===== config.mk =====
export PLATFORM = sky130hd
export DESIGN_NAME = viterbi_seq_ctrl
export DESIGN_NICKNAME = d
export VERILOG_FILES = /design/src/rtl/viterbi_seq_ctrl.sv
export SDC_FILE = /design/constraint.sdc
export NUM_CORES = 1
export LEC_CHECK = 0
export ABC_AREA = 1
export BUFFER_PORTS_ARGS = -buffer_cell sky130_fd_sc_hd__buf_2
export CAP_MARGIN = 20
export CORE_ASPECT_RATIO = 1.5
export CORE_UTILIZATION = 56
export DETAILED_ROUTE_END_ITERATION = 10
export GPL_ROUTABILITY_DRIVEN = 0
export PLACE_DENSITY = 0.78
export SYNTH_ARGS = -nofsm -noshare
export SYNTH_HDL_FRONTEND = slang
export SYNTH_SLANG_ARGS = --single-unit

===== constraint.sdc =====
create_clock -name iClk -period 2.1 [get_ports iClk]
set_input_delay 0.21 -clock iClk [delete_from_list [all_inputs] [get_ports iClk]]
set_output_delay 0.21 -clock iClk [all_outputs]
set_load 0.1 [all_outputs]

===== src/rtl/viterbi_seq_ctrl.sv =====
`default_nettype none
// viterbi_seq_ctrl - frame sequencer for the Viterbi back end (rev 1.0).
// Optional macro VITCTRL_STALL_CNT_EN adds the oStallCnt output.
module viterbi_seq_ctrl #(
    parameter int LEN_W     = 16,
    parameter int CNT_W     = 5,
    parameter int TAIL_LEN  = 6,
    parameter int DRAIN_MAX = 256
) (
    input  logic             iClk,
    input  logic             iRst_n,
    input  logic             iStart,
    input  logic [LEN_W-1:0] iFrameLen,
    input  logic             iAbort,
    input  logic             iSymValid,
    output logic             oSymReady,
    output logic             oDecEn,
    output logic             oFlush,
    output logic [CNT_W-1:0] oCounter,
    output logic             oCntZero,
    input  logic             iDecValid,
    output logic             oBusy,
    output logic             oFrameDone,
    output logic             oErr
`ifdef VITCTRL_STALL_CNT_EN
    ,
    output logic [15:0]      oStallCnt
`endif
);

    localparam int WD_W = $clog2(DRAIN_MAX);
    localparam int TL_W = $clog2(TAIL_LEN + 1);

    localparam logic [2:0] S_IDLE  = 3'd0;
    localparam logic [2:0] S_RUN   = 3'd1;
    localparam logic [2:0] S_FLUSH = 3'd2;
    localparam logic [2:0] S_DRAIN = 3'd3;
    localparam logic [2:0] S_DONE  = 3'd4;

    logic [2:0]       state;
    logic [2:0]       state_nxt;
    logic [LEN_W-1:0] len;
    logic [LEN_W:0]   step_cnt;
    logic [LEN_W:0]   dec_cnt;
    logic [LEN_W:0]   dec_target;
    logic [LEN_W:0]   last_step;
    logic [TL_W-1:0]  tail_cnt;
    logic [WD_W-1:0]  wdog;
    logic [CNT_W-1:0] counter;
    logic             err_q;
    logic             start_ok;
    logic             dec_en;
    logic             in_frame;
    logic             dec_complete;
    logic             wdog_expire;

    assign start_ok     = (state == S_IDLE) && iStart && (iFrameLen != '0) && !iAbort;
    assign dec_target   = {1'b0, len} + (LEN_W+1)'(TAIL_LEN);
    assign last_step    = {1'b0, len} - (LEN_W+1)'(1);
    assign in_frame     = (state == S_RUN) || (state == S_FLUSH) || (state == S_DRAIN);
    assign dec_complete = (dec_cnt == dec_target);
    assign wdog_expire  = (state == S_DRAIN) && !dec_complete && !iAbort &&
                          (wdog == WD_W'(DRAIN_MAX - 1));

    // Flush and drain step every cycle; RUN only steps on an accepted symbol.
    assign dec_en     = ((state == S_RUN) && iSymValid) || (state == S_FLUSH) || (state == S_DRAIN);
    assign oDecEn     = dec_en;
    assign oSymReady  = (state == S_RUN);
    assign oFlush     = (state == S_FLUSH) || (state == S_DRAIN);
    assign oCounter   = counter;
    assign oCntZero   = dec_en && (counter == '1);
    assign oBusy      = (state != S_IDLE);
    assign oFrameDone = (state == S_DONE);
    assign oErr       = err_q;

    always_comb begin
        state_nxt = state;
        case (state)
            S_IDLE:  if (iStart && (iFrameLen != '0)) state_nxt = S_RUN;
            S_RUN:   if (iSymValid && (step_cnt == last_step)) state_nxt = S_FLUSH;
            S_FLUSH: if (tail_cnt == TL_W'(TAIL_LEN - 1)) state_nxt = S_DRAIN;
            S_DRAIN: begin
                if (dec_complete)
                    state_nxt = S_DONE;
                else if (wdog == WD_W'(DRAIN_MAX - 1))
                    state_nxt = S_IDLE;
            end
            S_DONE:  state_nxt = S_IDLE;
            default: state_nxt = S_IDLE;
        endcase
        if (iAbort)
            state_nxt = S_IDLE;
    end

    always_ff @(posedge iClk or negedge iRst_n) begin
        if (!iRst_n) begin
            state    <= S_IDLE;
            len      <= '0;
            step_cnt <= '0;
            dec_cnt  <= '0;
            tail_cnt <= '0;
            wdog     <= '0;
            counter  <= '0;
            err_q    <= 1'b0;
        end else begin
            state <= state_nxt;
            err_q <= wdog_expire;
            if (iAbort) begin
                counter <= '0;
            end else if (start_ok) begin
                len      <= iFrameLen;
                step_cnt <= '0;
                dec_cnt  <= '0;
                tail_cnt <= '0;
                wdog     <= '0;
                counter  <= '0;
            end else begin
                if (dec_en)
                    counter <= counter + CNT_W'(1);
                if ((state == S_RUN) && iSymValid)
                    step_cnt <= step_cnt + (LEN_W+1)'(1);
                if (state == S_FLUSH)
                    tail_cnt <= tail_cnt + TL_W'(1);
                if (state == S_DRAIN)
                    wdog <= wdog + WD_W'(1);
                // Decoded-bit count saturates at the frame target.
                if (in_frame && iDecValid && !dec_complete)
                    dec_cnt <= dec_cnt + (LEN_W+1)'(1);
            end
        end
    end

`ifdef VITCTRL_STALL_CNT_EN
    logic [15:0] stall_cnt;

    always_ff @(posedge iClk or negedge iRst_n) begin
        if (!iRst_n)
            stall_cnt <= '0;
        else if (start_ok)
            stall_cnt <= '0;
        else if ((state == S_RUN) && !iSymValid && (stall_cnt != 16'hFFFF))
            stall_cnt <= stall_cnt + 16'd1;
    end

    assign oStallCnt = stall_cnt;
`endif

endmodule
`default_nettype wire


==> summary.md, run 1 <==
| Metric | Value |
|---|---|
| FF-to-FF setup slack | -50 ps |
| Starting DRT DRC Count | 371 |
| Max-slew violation count | 0 |
| Netlist cell types | 39 |
| Synth Area in XOR/XNOR | between 7 and 8% |
| Critical path buffers and inverters | 3 |
| Asr flop ratio synth | 100% |
| Max Used Layer | met4 |
| Max Cap Viol | 0 |
| Complex-gate fraction of the synthesized area | 8.79% |
| Clk slew on worst S/H paths | 60 ps |
| Worst setup SP type | flip-flop |
| Final net count | between 800 and 900 |
| Failing checks | negative setup slack |
| Synth Net Count | around 770 |
| Max Buffers Root-to-Sink | 2 |
| Main combinational cell family by area after synthesis | simple AND/OR/NAND/NOR gates |
| Endpoints failing setup | 18 |
| Die Height | approximately 120 um |
| Status | finished with violations |
| Overall Power | slightly above 8000 uW |
| Cell taking the most area after synthesis | dfrtp_1 |
| Vias | between 5000 and 6000 |
| Post-synth EDFFs | 0 |
| Fillers | 667 |
| Die W | 79.7 um |
| CP top delay family | simple AND/OR/NAND/NOR gates |
| Grt total ovfl | 0 |
| Syn Area/Cell | between 6 and 7 um2 |
| Top-area cell type share of the netlist area | between 30 and 40% |
| FP Rows | 42 |
| Total length of routed wires | 14.2 mm |
| CP Max Fanout | 8 |
| Core Region | 8830 um2 |
| Clock sink total | 70 |
| Total Routing Usage GR | a little under a third |
| RSZ-0062 raised after global routing | yes |
| Worst Setup End Kind | flip-flop |
| Hold Violations, Final | 0 |
| Crit-path slowest cell | dfrtp_1 |
| Period minus WS final | ~2100 ps |
| Fin crit share | 102% |
| Number of port buffers | 33 |
| Final worst slack | -45.4 ps |
| N_diodes | 0 |
| DR WL/cell | ~15 um |
| WHS | about 140 ps |
| Final ANT Viol Nets | 0 |
| Number of synthesized register bits | 70 |
| Clock Skew | between 6 and 7 ps |
| Layout Utilization | roughly 71% |
| Synth Area in Simple Gates | about 37% |
| Initial core utilization | between 50% and 60% |
| Wl on met1 | between 5 and 6 mm |
| Critical path required time | approximately 2400 ps |
| WS Path Type | reg -> reg |
| Area delta synth->final | 23.7% |
| HPWL after detailed placement | a little under 10 mm |
| # IOs | 34 |
| Max transition margin | a little under three fifths |
| Setup TNS | -602 ps |
| Cell Area, Synth | approximately 5000 um2 |
| Most common cell in the netlist | nand2_1 |
| Full die area | 9440 um2 |
| Routed vias/inst | around 5.6 |
| Synth warn | 0 |
| Post-synthesis mux area share | 0% |
| R2r startpoint | len[1] |
| Worst-Margin Slew | 655 ps |
| Ys flop type | dfrtp_1 |
| Syn Inst Count | around 740 |
| TritonCTS clock tree | yes |
| Synth Area in Adders | roughly 2.2% |
| Clock Latency Late Sink | roughly 340 ps |
| Layout cell share with drive strength beyond 1 | ~23% |
| Met3 WL | about 600 um |
| Initial antenna violation count | 0 |
| Multi-input logic area | between 3000 and 4000 um2 |
| First-pass GRT wire length | about 23 mm |
| Clock Root Buffer | clkbuf_16 |
| Leak | about 0.003 uW |
| Htree depth | 3 |
| Most common library cells after synthesis | 199 x nand2_1, 96 x inv_1, 92 x nor2_1 |
| Met2 routed WL | approximately 7.5 mm |
| Number of global-route vias before repair | 5098 |
| Drt drc | 0 |
| Largest net degree at the start of global routing | 71 |
| Arrival time worst endpoint | around 2400 ps |
| CTS Buf Count | 9 |
| Sequential area share after synthesis | 34.6% |
| Highest clock rate | 466 MHz |
| Critical-path cell list | inv_2 > ha_4 > inv_4 > nand3_4 > nor2_4 > o21ai_0 > nor2_1 > nand3_2 > nor2_4 > nand3_4 > nand2_8 > buf_8 > nand3_2 > nand2_1 |
| Cells on worst reg2reg path | 14 |
| Largest stage delay, worst path | about 380 ps |
| Worst hold path class | in -> reg |
| Sequential cell area | ~1800 um2 |
| Hold path cells | 3 |
| Worst Hold End | len[3] |
| Max VDD drop | about 840 uV |
| RR Endpoint | dec_cnt[14] |
| Area contributors post-synth | dfrtp_1 35%, nand2_1 15%, inv_1 7.1% |
| First drt pass iteration count | 7 |
| Pwr/cell area | 1290 nW/um2 |
| HP Start | iFrameLen[3] |
| Worst slack, placed | -146 ps |
==> layout by cell type (no fill, tap or decap), drive strengths merged, types with 2 or more instances in the layout <==
master and instances:
nand3 72, nand3b 5, nor3 19, nand2 207, nand4 18, buf 78
nor4 4, a21oi 16, clkinv 4, nor2 96, inv 96, a31oi 2
o21bai 2, o21ai 49, xnor2 9, xor2 34, dfrtp 70, clkbuf 11
o31ai 2, ha 9, clkinvlp 4
==> layer usage <==
| layer | vias to the layer above | global-route usage [%] |
|---|---|---|
| li1 | 2512 | - |
| met1 | 2475 | 35.1 |
| met2 | 175 | 52.7 |
| met3 | 62 | 5.71 |
| met4 | 0 | 18.1 |
| met5 | - | 0 |
==> metrics by stage <==
step,area (um2),cells
after detailed placement,5560,895
final,6270,926
after floorplan,5100,741
after CTS,5950,917
after global placement,5560,895
after global routing,6270,926
==> tightest hold or removal path: cells and delay by family <==
kind,cells,cell delay (ps)
buf+inv,2,150
compound gates,1,80
==> worst max-delay path by stage <==
stage / cells after the start / end / start / slack, ps
after floorplan: 9 / oCounter[2] / state[0] / -290
after global placement: 16 / dec_cnt[2] / len[1] / -30
after detailed placement: 16 / dec_cnt[3] / len[1] / -150
after CTS: 16 / dec_cnt[6] / len[1] / -20
after global routing: 8 / dec_cnt[16] / dec_cnt[0] / -200
final: 14 / dec_cnt[14] / len[1] / -50
==> repair_timing <==
action	CTS	global route
pin swaps	3	21
setup endpoints to repair	18	27
cloned	1	2
endpoints found under the hold margin	70	0
buffers inserted	4	7
hold buffers	1	0
gates resized for setup	19	63
==> state kept, by name, indices dropped and copies added, names as in the netlist <==
| name | count |
|---|---|
| wdog | 8 |
| dec_cnt | 17 |
| step_cnt | 17 |
| state | 3 |
| tail_cnt | 3 |
| len | 16 |
| oErr | 1 |
| oCounter | 5 |
==> cell families (layout without fill, tap and decap cells) <==
group                    after synthesis  after routing
buffers and inverters                122            194
AO/OA/AOI/OAI                         76             76
flip-flops                            70             70
adder cells (fa/ha/maj)                9              9
XOR/XNOR                              44             44
AND/OR/NAND/NOR                      420            423
==> power breakdown <==
part / switching (uW) / leakage, uW / internal [uW]
logic: 2810 / 0.00198 / 1640
registers: 535 / 0.000933 / 1710
clock network: 576 / 0.000128 / 793
==> final cells by class <==
type | count | share of cell area (%)
Multi-Input combinational cell | 552 | 50.3
Sequential cell | 70 | 28.0
Timing Repair Buffer | 80 | 9.08
Inverter | 98 | 6.07
Clock buffer | 10 | 3.65
Tap cell | 110 | 2.20
Clock inverter | 6 | 0.619
(Power assumes the default switching activity.)
==> run 2: changes to the inputs <==
--- a/config.mk
+++ b/config.mk
@@ -9,10 +9,11 @@
 export BUFFER_PORTS_ARGS = -buffer_cell sky130_fd_sc_hd__buf_2
 export CAP_MARGIN = 20
 export CORE_ASPECT_RATIO = 1.5
-export CORE_UTILIZATION = 56
+export CORE_UTILIZATION = 57
+export CTS_BUF_LIST = sky130_fd_sc_hd__clkbuf_2
 export DETAILED_ROUTE_END_ITERATION = 10
 export GPL_ROUTABILITY_DRIVEN = 0
-export PLACE_DENSITY = 0.78
+export PLACE_DENSITY = 0.79
 export SYNTH_ARGS = -nofsm -noshare
 export SYNTH_HDL_FRONTEND = slang
 export SYNTH_SLANG_ARGS = --single-unit
==> run 2 against run 1 <==
- the flow still finishes with violations (negative setup slack)
- sequential power hardly changed
- wire length is 1.3% lower
- count of clock-buffer cells in the layout stayed put
- via count is 0.69% higher
- combinational power hardly changed
- largest power group unchanged
==> summary.md, run 2 (synthesis results as in run 1) <==
| Metric | Value |
|---|---|
| Clk slew on worst S/H paths | roughly 240 ps |
| DR WL/cell | about 15 um |
| HPWL after detailed placement | approximately 9.5 mm |
| Most frequent cells in the layout | 189 x nand2_1, 88 x inv_1, 74 x nor2_1, 65 x dfrtp_1, 52 x nand3_1 |
| Worst Setup End Kind | flip-flop |
| Worst-Margin Slew | 706 ps |
| Die Height | between 100 and 150 um |
| Htree depth | 3 |
| GR Util met1 | between 30 and 40% |
| Routed vias/inst | 5.60 |
| Drt drc | 0 |
| First drt pass iteration count | 5 |
| Area delta synth->final | 25.1% |
| RSZ-0062 raised after global routing | yes |
| Core Region | around 8500 um2 |
| Worst slack, placed | -123 ps |
| Period minus WS final | around 2200 ps |
| Highest clock rate | 457 MHz |
| Vias | about 5300 |
| Initial antenna violation count | 0 |
| CTS Buf Count | 9 |
| Max VDD drop | 1020 uV |
| Final net count | ~860 |
| Clock Latency Late Sink | between 500 and 600 ps |
| Starting DRT DRC Count | approximately 340 |
| TritonCTS clock tree | yes |
| Most common cell after layout, fill and taps aside | nand2_1 |
| First-pass GRT wire length | roughly 23 mm |
| Total Routing Usage GR | a little under a third |
| Fin crit share | 104% |
| Worst setup SP type | flip-flop |
| Hold Violations, Final | 0 |
| GR peak layer | met2 |
| Status | finished with violations |
| Die W | 79.0 um |
| Top flop regs | dec_cnt x17, step_cnt x17, len x16 |
| Grt total ovfl | 0 |
| Total length of routed wires | around 14 mm |
| Final ANT Viol Nets | 0 |
| Number of global-route vias before repair | 5168 |
| Initial core utilization | 59.5% |
| Final worst slack | -89.3 ps |
| Worst hold path class | in -> reg |
| Max-slew violation count | 0 |
| Max Buffers Root-to-Sink | 2 |
| Leak | between 0.003 and 0.004 uW |
| Max Cap Viol | 0 |
| Clock sink total | 70 |
| Grt met3 use | just over 5% |
| Clock Root Buffer | clkbuf_2 |
| Number of port buffers | 33 |
| Met2 Resource Use GR | between 50% and 60% |
| Arrival time worst endpoint | approximately 2700 ps |
| # IOs | 34 |
| Dpl cell area | roughly 5500 um2 |
| Layout cell share with drive strength beyond 1 | a little under a quarter |
| Fillers | about 630 |
| N_diodes | 0 |
| Full die area | 9280 um2 |
| Endpoints failing setup | 20 |
| WS Path Type | reg -> reg |
| Largest net degree at the start of global routing | 47 |
| Cell area after layout | ~6300 um2 |
| Critical path required time | between 2000 and 3000 ps |
| Pwr/cell area | roughly 1200 nW/um2 |
| Inst Count DP | between 800 and 900 |
| Max transition margin | between 50% and 60% |
| FP Rows | around 40 |
| Overall Power | 7680 uW |
| Failing checks | negative setup slack |
| Non-filler instance count after layout | around 940 |
| CP Max Fanout | 5 |
| Clock Skew | about 42 ps |
[run 2: layer usage]
metal | vias to the layer above | share of wire [%]
met3 | 56 | 3.9
met4 | 0 | 4.4
met2 | 181 | 53
met1 | 2489 | 39
li1 | 2534 | -
met5 | - | 0
[run 2: power by group]
group	total (uW)	internal, uW	leakage [uW]	switching, uW
clock	949	406	0.0000827	543
combinational	4480	1750	0.00205	2740
sequential	2250	1700	0.000933	544
total	7680	3850	0.00307	3830
[run 2: cell type report]
cell class | count | area, um2 | area share, %
clock buffer | 10 | 50.0 | 0.789
clock inverter | 6 | 93.8 | 1.48
inverter | 98 | 379 | 5.98
multi-input combinational | 551 | 3150 | 49.7
sequential | 70 | 1760 | 27.7
tap | 107 | 134 | 2.11
timing repair buffer | 97 | 776 | 12.2
[run 2: path summary, 6_finish.rpt]
path | start | endpoint | slack, ps | cells after the start
max | len[2] | state[1] | -90 | 17
min | iAbort | state[1] | 50 | 4
max reg2reg | len[2] | state[1] | -90 | 17
min reg2reg | wdog[0] | wdog[0] | 530 | 1
max in group asynchronous | iRst_n | len[8] | 1270 | 3
min in group asynchronous | iRst_n | oCounter[3] | 150 | 2
[run 2: metrics by stage]
stage               hold slack, ps  utilization, %  setup TNS (ps)
floorplan                    -85.6               -            -976
global placement               244            65.0            -426
detailed placement             252            65.0           -1430
CTS                           11.4            71.6          -0.572
global route                  36.3            74.5           -4020
finish                        47.1            74.5            -782
[run 2: timing repair]
| item | 4_1_cts | 5_1_grt |
|---|---|---|
| gates cloned | 2 | 0 |
| pin swaps | 17 | 24 |
| setup endpoints to repair | 21 | 35 |
| buffers inserted | 9 | 5 |
| hold buffers | 18 | 0 |
| hold endpoints to repair | 41 | 0 |
| resized for setup | 45 | 51 |
[run 2: worst max-delay path, cell delays in order, from the launching register on]
cell and delay, ps:
dfrtp_1 430, inv_2 60, ha_4 170, inv_6 80
nand3_4 70, nor2_4 170, nand2_2 90, inv_2 60
nand3b_1 70, nand2_1 80, nand3_1 80, nor2_2 160
nand3_4 120, buf_6 170, nand3_4 70, nand3_2 80
nand2_1 80, nand2_1 50
